`src/rtl/hazard_ctrl.sv`:
```
// Pipeline hazard/stall controller: derives per-stage stall and flush strobes from load-use,
// taken-branch and data-memory wait conditions, with a sticky memory-timeout fault.
module hazard_ctrl #(
    parameter int unsigned MEM_TIMEOUT = 64,
    parameter int unsigned CNT_W       = 16
) (
    input  logic             clk_i,
    input  logic             rst_i,
    input  logic [4:0]       id_rs1_i,
    input  logic [4:0]       id_rs2_i,
    input  logic             id_read1_e_i,
    input  logic             id_read2_e_i,
    input  logic             ex_MemRead_i,
    input  logic [4:0]       ex_rd_i,
    input  logic             ex_branch_taken_i,
    input  logic             mem_req_i,
    input  logic             mem_ready_i,
    output logic             pc_stall_o,
    output logic             ifid_stall_o,
    output logic             ifid_flush_o,
    output logic             idex_stall_o,
    output logic             idex_flush_o,
    output logic             exmem_stall_o,
    output logic             memwb_flush_o,
    output logic             err_o,
    output logic [CNT_W-1:0] stall_cnt_o,
    output logic [CNT_W-1:0] flush_cnt_o
);

    typedef enum logic {
        StRun = 1'b0,
        StErr = 1'b1
    } state_e;

    localparam logic [7:0] WaitLast = 8'(MEM_TIMEOUT - 1);

    state_e           state_q, state_d;
    logic [7:0]       wait_cnt_q, wait_cnt_d;
    logic [CNT_W-1:0] stall_cnt_q, stall_cnt_d;
    logic [CNT_W-1:0] flush_cnt_q, flush_cnt_d;
    logic             mem_busy;
    logic             load_use;

    assign mem_busy = mem_req_i & ~mem_ready_i;
    assign load_use = ex_MemRead_i & (ex_rd_i != 5'd0) &
                      ((id_read1_e_i & (id_rs1_i == ex_rd_i)) |
                       (id_read2_e_i & (id_rs2_i == ex_rd_i)));

    // Strobes are forced low while reset is asserted, independent of state.
    always_comb begin
        pc_stall_o    = 1'b0;
        ifid_stall_o  = 1'b0;
        ifid_flush_o  = 1'b0;
        idex_stall_o  = 1'b0;
        idex_flush_o  = 1'b0;
        exmem_stall_o = 1'b0;
        memwb_flush_o = 1'b0;
        if (rst_i) begin
            if (state_q == StErr || mem_busy) begin
                pc_stall_o    = 1'b1;
                ifid_stall_o  = 1'b1;
                idex_stall_o  = 1'b1;
                exmem_stall_o = 1'b1;
                memwb_flush_o = 1'b1;
            end else if (ex_branch_taken_i) begin
                ifid_flush_o  = 1'b1;
                idex_flush_o  = 1'b1;
            end else if (load_use) begin
                pc_stall_o    = 1'b1;
                ifid_stall_o  = 1'b1;
                idex_flush_o  = 1'b1;
            end
        end
    end

    always_comb begin
        state_d     = state_q;
        wait_cnt_d  = wait_cnt_q;
        stall_cnt_d = stall_cnt_q;
        flush_cnt_d = flush_cnt_q;

        if (state_q == StRun) begin
            if (mem_busy) begin
                wait_cnt_d = wait_cnt_q + 8'd1;
                if (wait_cnt_q == WaitLast) begin
                    state_d = StErr;
                end
            end else begin
                wait_cnt_d = 8'd0;
            end
        end

        if (pc_stall_o && stall_cnt_q != {CNT_W{1'b1}}) begin
            stall_cnt_d = stall_cnt_q + CNT_W'(1);
        end
        // ifid_flush_o only fires for a taken branch in RUN, so it marks a flush event.
        if (ifid_flush_o && flush_cnt_q != {CNT_W{1'b1}}) begin
            flush_cnt_d = flush_cnt_q + CNT_W'(1);
        end
    end

    always_ff @(posedge clk_i or negedge rst_i) begin
        if (!rst_i) begin
            state_q     <= StRun;
            wait_cnt_q  <= 8'd0;
            stall_cnt_q <= '0;
            flush_cnt_q <= '0;
        end else begin
            state_q     <= state_d;
            wait_cnt_q  <= wait_cnt_d;
            stall_cnt_q <= stall_cnt_d;
            flush_cnt_q <= flush_cnt_d;
        end
    end

    assign err_o       = (state_q == StErr);
    assign stall_cnt_o = stall_cnt_q;
    assign flush_cnt_o = flush_cnt_q;

endmodule

```
`config.mk`:
```
export PLATFORM = sky130hd
export DESIGN_NAME = hazard_ctrl
export DESIGN_NICKNAME = d
export VERILOG_FILES = /design/src/rtl/hazard_ctrl.sv
export SDC_FILE = /design/constraint.sdc
export NUM_CORES = 1
export LEC_CHECK = 0
export ABC_CLOCK_PERIOD_IN_PS = 4250
export CAP_MARGIN = 20
export CORE_MARGIN = 1
export CORE_UTILIZATION = 50
export CTS_CLUSTER_DIAMETER = 200
export DETAILED_ROUTE_END_ITERATION = 7
export GPL_TIMING_DRIVEN = 0
export PLACE_DENSITY = 0.84
export SETUP_SLACK_MARGIN = 0.15
export SLEW_MARGIN = 20
export SYNTH_ARGS = -nofsm -noshare
export SYNTH_HDL_FRONTEND = slang
export SYNTH_SLANG_ARGS = --single-unit
```
`constraint.sdc`:
```
create_clock -name clk_i -period 4.25 [get_ports clk_i]
set_input_delay 0.85 -clock clk_i [delete_from_list [all_inputs] [get_ports clk_i]]
set_output_delay 0.85 -clock clk_i [all_outputs]
set_load 0.005 [all_outputs]
```
# After elaboration in Yosys (flattened, before gate mapping)
# Index checks and enable logic that the tools add are counted.
# word_totals
word_cells,39
mem_bits_ro,0
ram_bits,0
latchBits,0
out_inout_bits,40
reg_bits,41
memories,0
# classes
magnitude_cmp,0
n_mux,16
eq_ne,5
n_mul,0
div_mod_pow,0
bitwise,7
n_addsub,3
n_shift,0
n_reduce_logical,4
# ops
cell,n
"16-bit by 1-bit adder with 16-bit output, second input constant",2
"16-bit inequality test, second input constant",2
1-bit 2-to-1 mux,15
5-bit equality test,2
"8-bit by 1-bit adder with 8-bit output, second input constant",1
"8-bit by 6-bit equality test with 1-bit output, second input constant",1
8-bit 2-to-1 mux,1
1-bit bitwise AND,5
5-bit nonzero test,1
1-bit logical AND,2
1-bit logical OR,1
1-bit inverter,1
1-bit OR,1

# Longest topological paths before layout
# Gate-level depths: netlist of run 1.
# logic_depth
depth_word,9
mapped_depth,8

# Worst setup path before layout of run 1
# OpenSTA, ideal clock, no wires.
# synth_path
path_type,input port to output port
start,in ex_rd_i[1]
end,out pc_stall_o
cell_stages,6
path_slack_ps,1350
t_arrival_ps,2050
n_path_buf,1
required_ps,3400
path_cell_list,or4_1 o21ai_2 nor2_1 a21oi_1 inv_1 buf_4
# synth_between
elab_chain_cells,8
# synth_rtl
item,line,text
start: declaration,14,"input logic [4:0] ex_rd_i,"
5-bit equality test (on tied branches),"46, 47",
1-bit bitwise AND (on tied branches),"46, 47",
1-bit OR,46,((id_read1_e_i & (id_rs1_i == ex_rd_i)) |
1-bit bitwise AND *,45,assign load_use = ex_MemRead_i & (ex_rd_i != 5'd0) &
1-bit 2-to-1 mux * (4 in a row),n/a,
end: declaration,18,"output logic pc_stall_o,"
# Every way passes the cells marked *; elsewhere a longest branch is shown, timed or not.

# Worst setup path in the final report of run 1
# layout_path
start,in ex_rd_i[1]
end,out pc_stall_o
# layout_between
elab_chain_cells,8
# layout_rtl
item,line,text
5-bit equality test (on tied branches),"46, 47",
1-bit bitwise AND (on tied branches),"46, 47",
1-bit OR,46,
1-bit bitwise AND *,45,
1-bit 2-to-1 mux *,68,end else if (load_use) begin
1-bit 2-to-1 mux *,65,end else if (ex_branch_taken_i) begin
1-bit 2-to-1 mux *,59,if (state_q == StErr || mem_busy) begin
1-bit 2-to-1 mux *,58,if (rst_i) begin
# Marks and branches as above.

==> results.py, run 1 <==
metrics = {
    "finish": {
        "fin_util": 0.728,
        "syn2layout_area_growth_pct": 38.8,
        "final-instance-count-excl-fill": 328,
        "regArea_um2": 1030,
        "fin_nets": 303,
        "multiInputGateArea_um2": 1040,
        "fill_cells": 276,
        "antenna_cells": 0,
        "stdcell_area_um2": 2960,
        "layout-drive-gt1-share": 0.0971,
    },
    "detailed_routing": {
        "wl_um": 4600,
        "dr.pass1.iters": 4,
        "vias": 1723,
        "drcViolationCount": 0,
        "first_iter_violations": 90,
        "ant_nets": 0,
        "wl_per_cell_um": 14.0,
        "routed_via_density": 5.25,
    },
    "timing": {
        "fin_crit_sh": 0.913,
        "relSlewSlack": 0.682,
        "clock-skew-final_ps": 11.4,
        "grt_setup_unrepaired": "no",
        "slew_violations": 0,
        "worst_slew_pin_slew_ps": 477,
        "final_hold_viol_count": 0,
        "max_freq_mhz": 258,
        "fin_crit_ps": 3880,
        "fin_ws_ps": 368,
        "setup_violations": 0,
    },
    "clock_network": {
        "cts_resized": 0,
        "clock_latency_ps": 300,
        "cts_hold_buf": 0,
        "cts_root_buf": "clkbuf_8",
        "path_clk_slew_ps": 80,
        "htreeDepth": 2,
        "cts.path.max_buffers": 2,
        "post_cts_buffers": 0,
        "cts_tree": "yes",
        "cts.sinks": 41,
        "cts-buffers-inserted": 5,
    },
    "floorplan": {
        "fp.dieW_um": 67.3,
        "initial_core_util": 0.525,
        "dieArea_um2": 4520,
        "fp-row-count": 23,
        "fp.dieH_um": 67.3,
        "io_pins": 63,
        "core_um2": 4060,
    },
    "logic_synthesis": {
        "yosys_warnings": 0,
        "ys_seq_elements": 41,
        "ys_async_sr_fraction": 1.00,
        "synth_cell_types": 39,
        "synth_edf_count": 0,
        "synthesis.nets": 233,
        "synth_flop_cell": "dfrtp_1",
        "syn_area_um2": 2130,
        "avgSynthCellArea_um2": 10.3,
        "synth_cells": 207,
        "ys_seq_area_frac": 0.482,
    },
    "critical_path": {
        "end_kind": "primary output",
        "worstSetupStartpoint": "ex_rd_i[1]",
        "crit_type": "primary input to primary output",
        "crit_family": "buffers and inverters",
        "crit_path_cell_trace": "clkdlybuf4s50_1 -> or4_1 -> o21ai_2 -> nor2_1 -> a21oi_2 -> inv_1 -> buf_4 -> clkdlybuf4s50_1",
        "slowest_delay_ps": 570,
        "path_max_fanout": 4,
        "cp.arrival_ps": 3030,
        "cp_common_cell": "clkdlybuf4s50_1",
        "crit_buf_inv": 4,
        "timing.rr.start": "stall_cnt_o[2]",
        "slowest_stage": "or4_1",
        "startpoint_type": "primary input",
        "cp_data_required_time_ps": 3400,
    },
    "pwr": {
        "clkPwrFrac": 0.294,
        "switching_power_mw": 0.301,
        "vdd_drop_max_mv": 0.299,
        "pwr-share-seq": 0.465,
        "p_int_mw": 0.804,
        "combPwrFrac": 0.241,
        "cellLeakagePower_nw": 1.31,
        "switching_share": 0.272,
        "powerDensity_nw_per_um2": 374,
    },
    "placed_design": {
        "io_buffers": 62,
        "dp_cells": 320,
        "place_congestion": 0.768,
        "postPlaceCellArea_um2": 2840,
        "dp_hpwl_um": 3450,
        "place_ws_ps": 294,
    },
    "global_routing": {
        "grt_max_degree": 26,
        "antenna_found_initial": 0,
        "grt_pass1_vias": 1679,
        "grt.total_usage": 0.223,
        "grt_pass1_wl_um": 7470,
        "grt_overflow": 0,
    },
    "hold_path": {
        "hp-start": "flush_cnt_o[15]",
        "hp-class": "flop to flop",
    },
    "status": {
        "outcome": "completed",
    },
    "job": {
        "cap_violations": 0,
    },
}
synthesized netlist by cell type (2+ instances only):
master	count	share of area
and3_1	2	0.0059
and4b_1	2	0.0094
buf_4	3	0.011
dfrtp_1	41	0.48
ha_1	3	0.018
inv_1	6	0.011
mux2_2	2	0.011
nand2_1	23	0.041
nand2b_1	2	0.0059
nand3_1	5	0.012
nand4_1	10	0.029
nor2_1	23	0.041
nor2b_1	2	0.0059
nor3_1	6	0.014
nor4_1	4	0.012
nor4_2	2	0.012
o21ai_0	5	0.012
or2_2	2	0.0059
xnor2_1	23	0.095
xor2_1	22	0.090
logic make-up after synthesis:
kind of cell | after synthesis | synth area share
muxes | 3 | 0.0176
adders and majority gates | 3 | 0.0176
DFF | 41 | 0.482
xor gates and xnor gates | 45 | 0.185
buffers and inverters | 12 | 0.0305
and+or+nand+nor | 88 | 0.216
AOI/OAI and AO/OA | 15 | 0.0511
final timing paths:
kind	slack (ps)	cells past startpoint	endpoint
min in group asynchronous	500	1	wait_cnt_q[3]
max	370	8	pc_stall_o
max reg2reg	1990	6	stall_cnt_o[1]
max in group asynchronous	3260	2	stall_cnt_o[11]
min reg2reg	490	1	flush_cnt_o[15]
min	490	1	flush_cnt_o[15]
cell type report:
type,instances,area share
Multi-Input combinational cell,154,0.353
Sequential cell,41,0.347
Timing Repair Buffer,63,0.218
Clock buffer,7,0.0292
Tap cell,50,0.0212
Buffer,6,0.0144
Clock inverter,1,0.0102
Inverter,6,0.00762
cells in the final DEF, fill, tap and decap left out, types with 2 or more instances in the layout:
| master | n |
|---|---|
| clkdlybuf4s50_1 | 61 |
| dfrtp_1 | 41 |
| xnor2_1 | 23 |
| nand2_1 | 23 |
| nor2_1 | 23 |
| xor2_1 | 22 |
| nand4_1 | 10 |
| inv_1 | 6 |
| nor3_1 | 6 |
| clkbuf_8 | 6 |
| o21ai_0 | 5 |
| nand3_1 | 5 |
| nor4_1 | 4 |
| ha_1 | 3 |
| buf_4 | 3 |
| nand2b_1 | 2 |
| nor2b_1 | 2 |
| a21oi_2 | 2 |
| and3_1 | 2 |
| clkbuf_1 | 2 |
| nor4_2 | 2 |
| or2_2 | 2 |
| buf_2 | 2 |
| and4b_1 | 2 |
| mux2_2 | 2 |
flip-flops by register name, indices dropped and copies added, names as in the netlist:
name and count:
err_o 1, flush_cnt_o 16, wait_cnt_q 8, stall_cnt_o 16
metal layers:
layer / global-route usage / share of wire
met5: 0 / 0
met4: 0.114 / 0.020
met3: 0.0591 / 0.043
met2: 0.378 / 0.51
met1: 0.258 / 0.43
metrics by stage:
| step | hold slack, ps | TNS, ps | total power, mW |
|---|---|---|---|
| final | 495 | 0 | 1.10 |
| after global routing | 505 | 0 | 1.16 |
| after CTS | 499 | 0 | 1.11 |
| after detailed placement | 484 | 0 | 0.788 |
| after global placement | 480 | -3620 | 0.775 |
| after floorplan | 468 | 0 | 0.615 |
power by group through the flow:
stage | combinational [mW] | clock [mW] | sequential, mW
6_report | 0.266 | 0.325 | 0.514
5_1_grt | 0.293 | 0.344 | 0.524
4_1_cts | 0.270 | 0.329 | 0.515
3_5_place_dp | 0.268 | 0 | 0.520
3_3_place_gp | 0.256 | 0 | 0.519
2_1_floorplan | 0.104 | 0 | 0.511
Note: power is estimated with default switching activity, not from simulation.
==> run 2: changes to the inputs <==
--- a/config.mk
+++ b/config.mk
@@ -12,9 +12,11 @@
 export CTS_CLUSTER_DIAMETER = 200
 export DETAILED_ROUTE_END_ITERATION = 7
 export GPL_TIMING_DRIVEN = 0
+export MAX_ROUTING_LAYER = met4
 export PLACE_DENSITY = 0.84
 export SETUP_SLACK_MARGIN = 0.15
 export SLEW_MARGIN = 20
 export SYNTH_ARGS = -nofsm -noshare
 export SYNTH_HDL_FRONTEND = slang
 export SYNTH_SLANG_ARGS = --single-unit
+export TNS_END_PERCENT = 100
==> results.py, run 2 (same netlist as run 1, synthesis figures left out) <==
metrics = {
    "status": {
        "outcome": "completed",
    },
    "global_routing": {
        "grt_pass1_wl_um": 7450,
        "grt_pass1_vias": 1677,
        "grt.total_usage": 0.229,
        "grt_overflow": 0,
        "grt_max_degree": 26,
        "antenna_found_initial": 0,
    },
    "floorplan": {
        "core_um2": 4060,
        "io_pins": 63,
        "fp.dieH_um": 67.3,
        "fp.dieW_um": 67.3,
        "fp-row-count": 23,
        "initial_core_util": 0.525,
        "dieArea_um2": 4520,
    },
    "clock_network": {
        "htreeDepth": 2,
        "cts.path.max_buffers": 2,
        "cts-buffers-inserted": 5,
        "cts_tree": "yes",
        "post_cts_buffers": 0,
        "cts.sinks": 41,
        "cts_root_buf": "clkbuf_8",
        "clock_latency_ps": 300,
        "path_clk_slew_ps": 80,
        "cts_hold_buf": 0,
    },
    "finish": {
        "syn2layout_area_growth_pct": 38.8,
        "fin_util": 0.728,
        "layout-drive-gt1-share": 0.0971,
        "layout_common_cells": "clkdlybuf4s50_1, dfrtp_1, xnor2_1, nand2_1, nor2_1",
        "final_common_cell": "clkdlybuf4s50_1",
        "antenna_cells": 0,
        "stdcell_area_um2": 2960,
        "fin_nets": 303,
    },
    "critical_path": {
        "rrSetupSlack_ps": 1990,
        "cp.arrival_ps": 3030,
        "reg2reg_depth": 6,
        "cp_data_required_time_ps": 3400,
        "startpoint_type": "primary input",
        "timing.rr.start": "stall_cnt_o[2]",
        "path_max_fanout": 4,
        "worstSetupStartpoint": "ex_rd_i[1]",
        "crit_type": "primary input to primary output",
        "end_kind": "primary output",
        "r2r_end": "stall_cnt_o[1]",
    },
    "detailed_routing": {
        "dr.pass1.iters": 4,
        "first_iter_violations": 103,
        "routed_via_density": 5.26,
        "wl_um": 4590,
        "vias": 1724,
        "wl_per_cell_um": 14.0,
        "drcViolationCount": 0,
        "ant_nets": 0,
    },
    "hold_path": {
        "whs_path_depth": 1,
        "hold_path_end": "flush_cnt_o[15]",
        "hp-start": "flush_cnt_o[15]",
        "hp-class": "flop to flop",
    },
    "timing": {
        "fin_crit_ps": 3880,
        "clock-skew-final_ps": 10.8,
        "relSlewSlack": 0.685,
        "fin_crit_sh": 0.913,
        "timing.hold.ws_ps": 495,
        "fin_ws_ps": 368,
        "grt_setup_unrepaired": "no",
        "max_freq_mhz": 258,
        "final_hold_viol_count": 0,
        "worst_slew_pin_slew_ps": 473,
        "slew_violations": 0,
        "setup_violations": 0,
    },
    "pwr": {
        "powerDensity_nw_per_um2": 374,
        "vdd_drop_max_mv": 0.299,
        "cellLeakagePower_nw": 1.31,
        "p_total_mw": 1.10,
    },
    "placed_design": {
        "io_buffers": 62,
        "dp_hpwl_um": 3450,
        "place_ws_ps": 294,
        "postPlaceCellArea_um2": 2840,
        "place_congestion": 0.778,
    },
    "job": {
        "cap_violations": 0,
    },
}
==> run 2: cell counts in the layout (fill, tap and decap cells not counted) <==
Identical to the previous run, type by type.
==> run 2: critical path, stage by stage <==
cell and delay, ps:
clkdlybuf4s50_1 490, or4_1 570, o21ai_2 180, nor2_1 80, a21oi_2 220, inv_1 80
buf_4 130, clkdlybuf4s50_1 430
==> run 2: how the worst max path moves through the flow <==
stage,endpoint,slack [ps],cells past startpoint
after floorplan,pc_stall_o,1350,6
after global placement,pc_stall_o,-760,7
after detailed placement,pc_stall_o,290,8
after CTS,pc_stall_o,290,8
after global routing,pc_stall_o,240,8
final,pc_stall_o,370,8
==> run 2: what timing repair did <==
item,in CTS,in global routing
endpoints found under the hold margin,0,0
setup endpoints to repair,0,1
gates resized for setup,0,1
==> run 2: cell type report <==
cell class              instances  area [um2]
clock inverters                 1        30.0
plain buffers                   6        42.5
flip-flops and latches         41        1030
repair buffers                 63         643
clock buffers                   7        86.3
inverters                       6        22.5
multi-input cells             154        1040
well taps                      50        62.6
fillers                       276        1100
==> run 2: stage by stage <==
step / instances / setup TNS [ps]
finish: 328 / 0
CTS: 328 / 0
global placement: 319 / -3620
detailed placement: 320 / 0
floorplan: 207 / 0
global route: 328 / 0
==> run 2: layer usage <==
metal,share of wire,vias to the layer above,track usage
li1,-,842,-
met1,0.43,825,0.256
met2,0.51,49,0.378
met3,0.043,8,0.0591
met4,0.020,0,0.114
met5,0,-,-
==> run 2: power breakdown <==
group	total (mW)	switching, mW	internal [mW]
Clock	0.325	0.133	0.192
Sequential	0.514	0.0720	0.442
Combinational	0.266	0.0951	0.171
Total	1.10	0.301	0.804
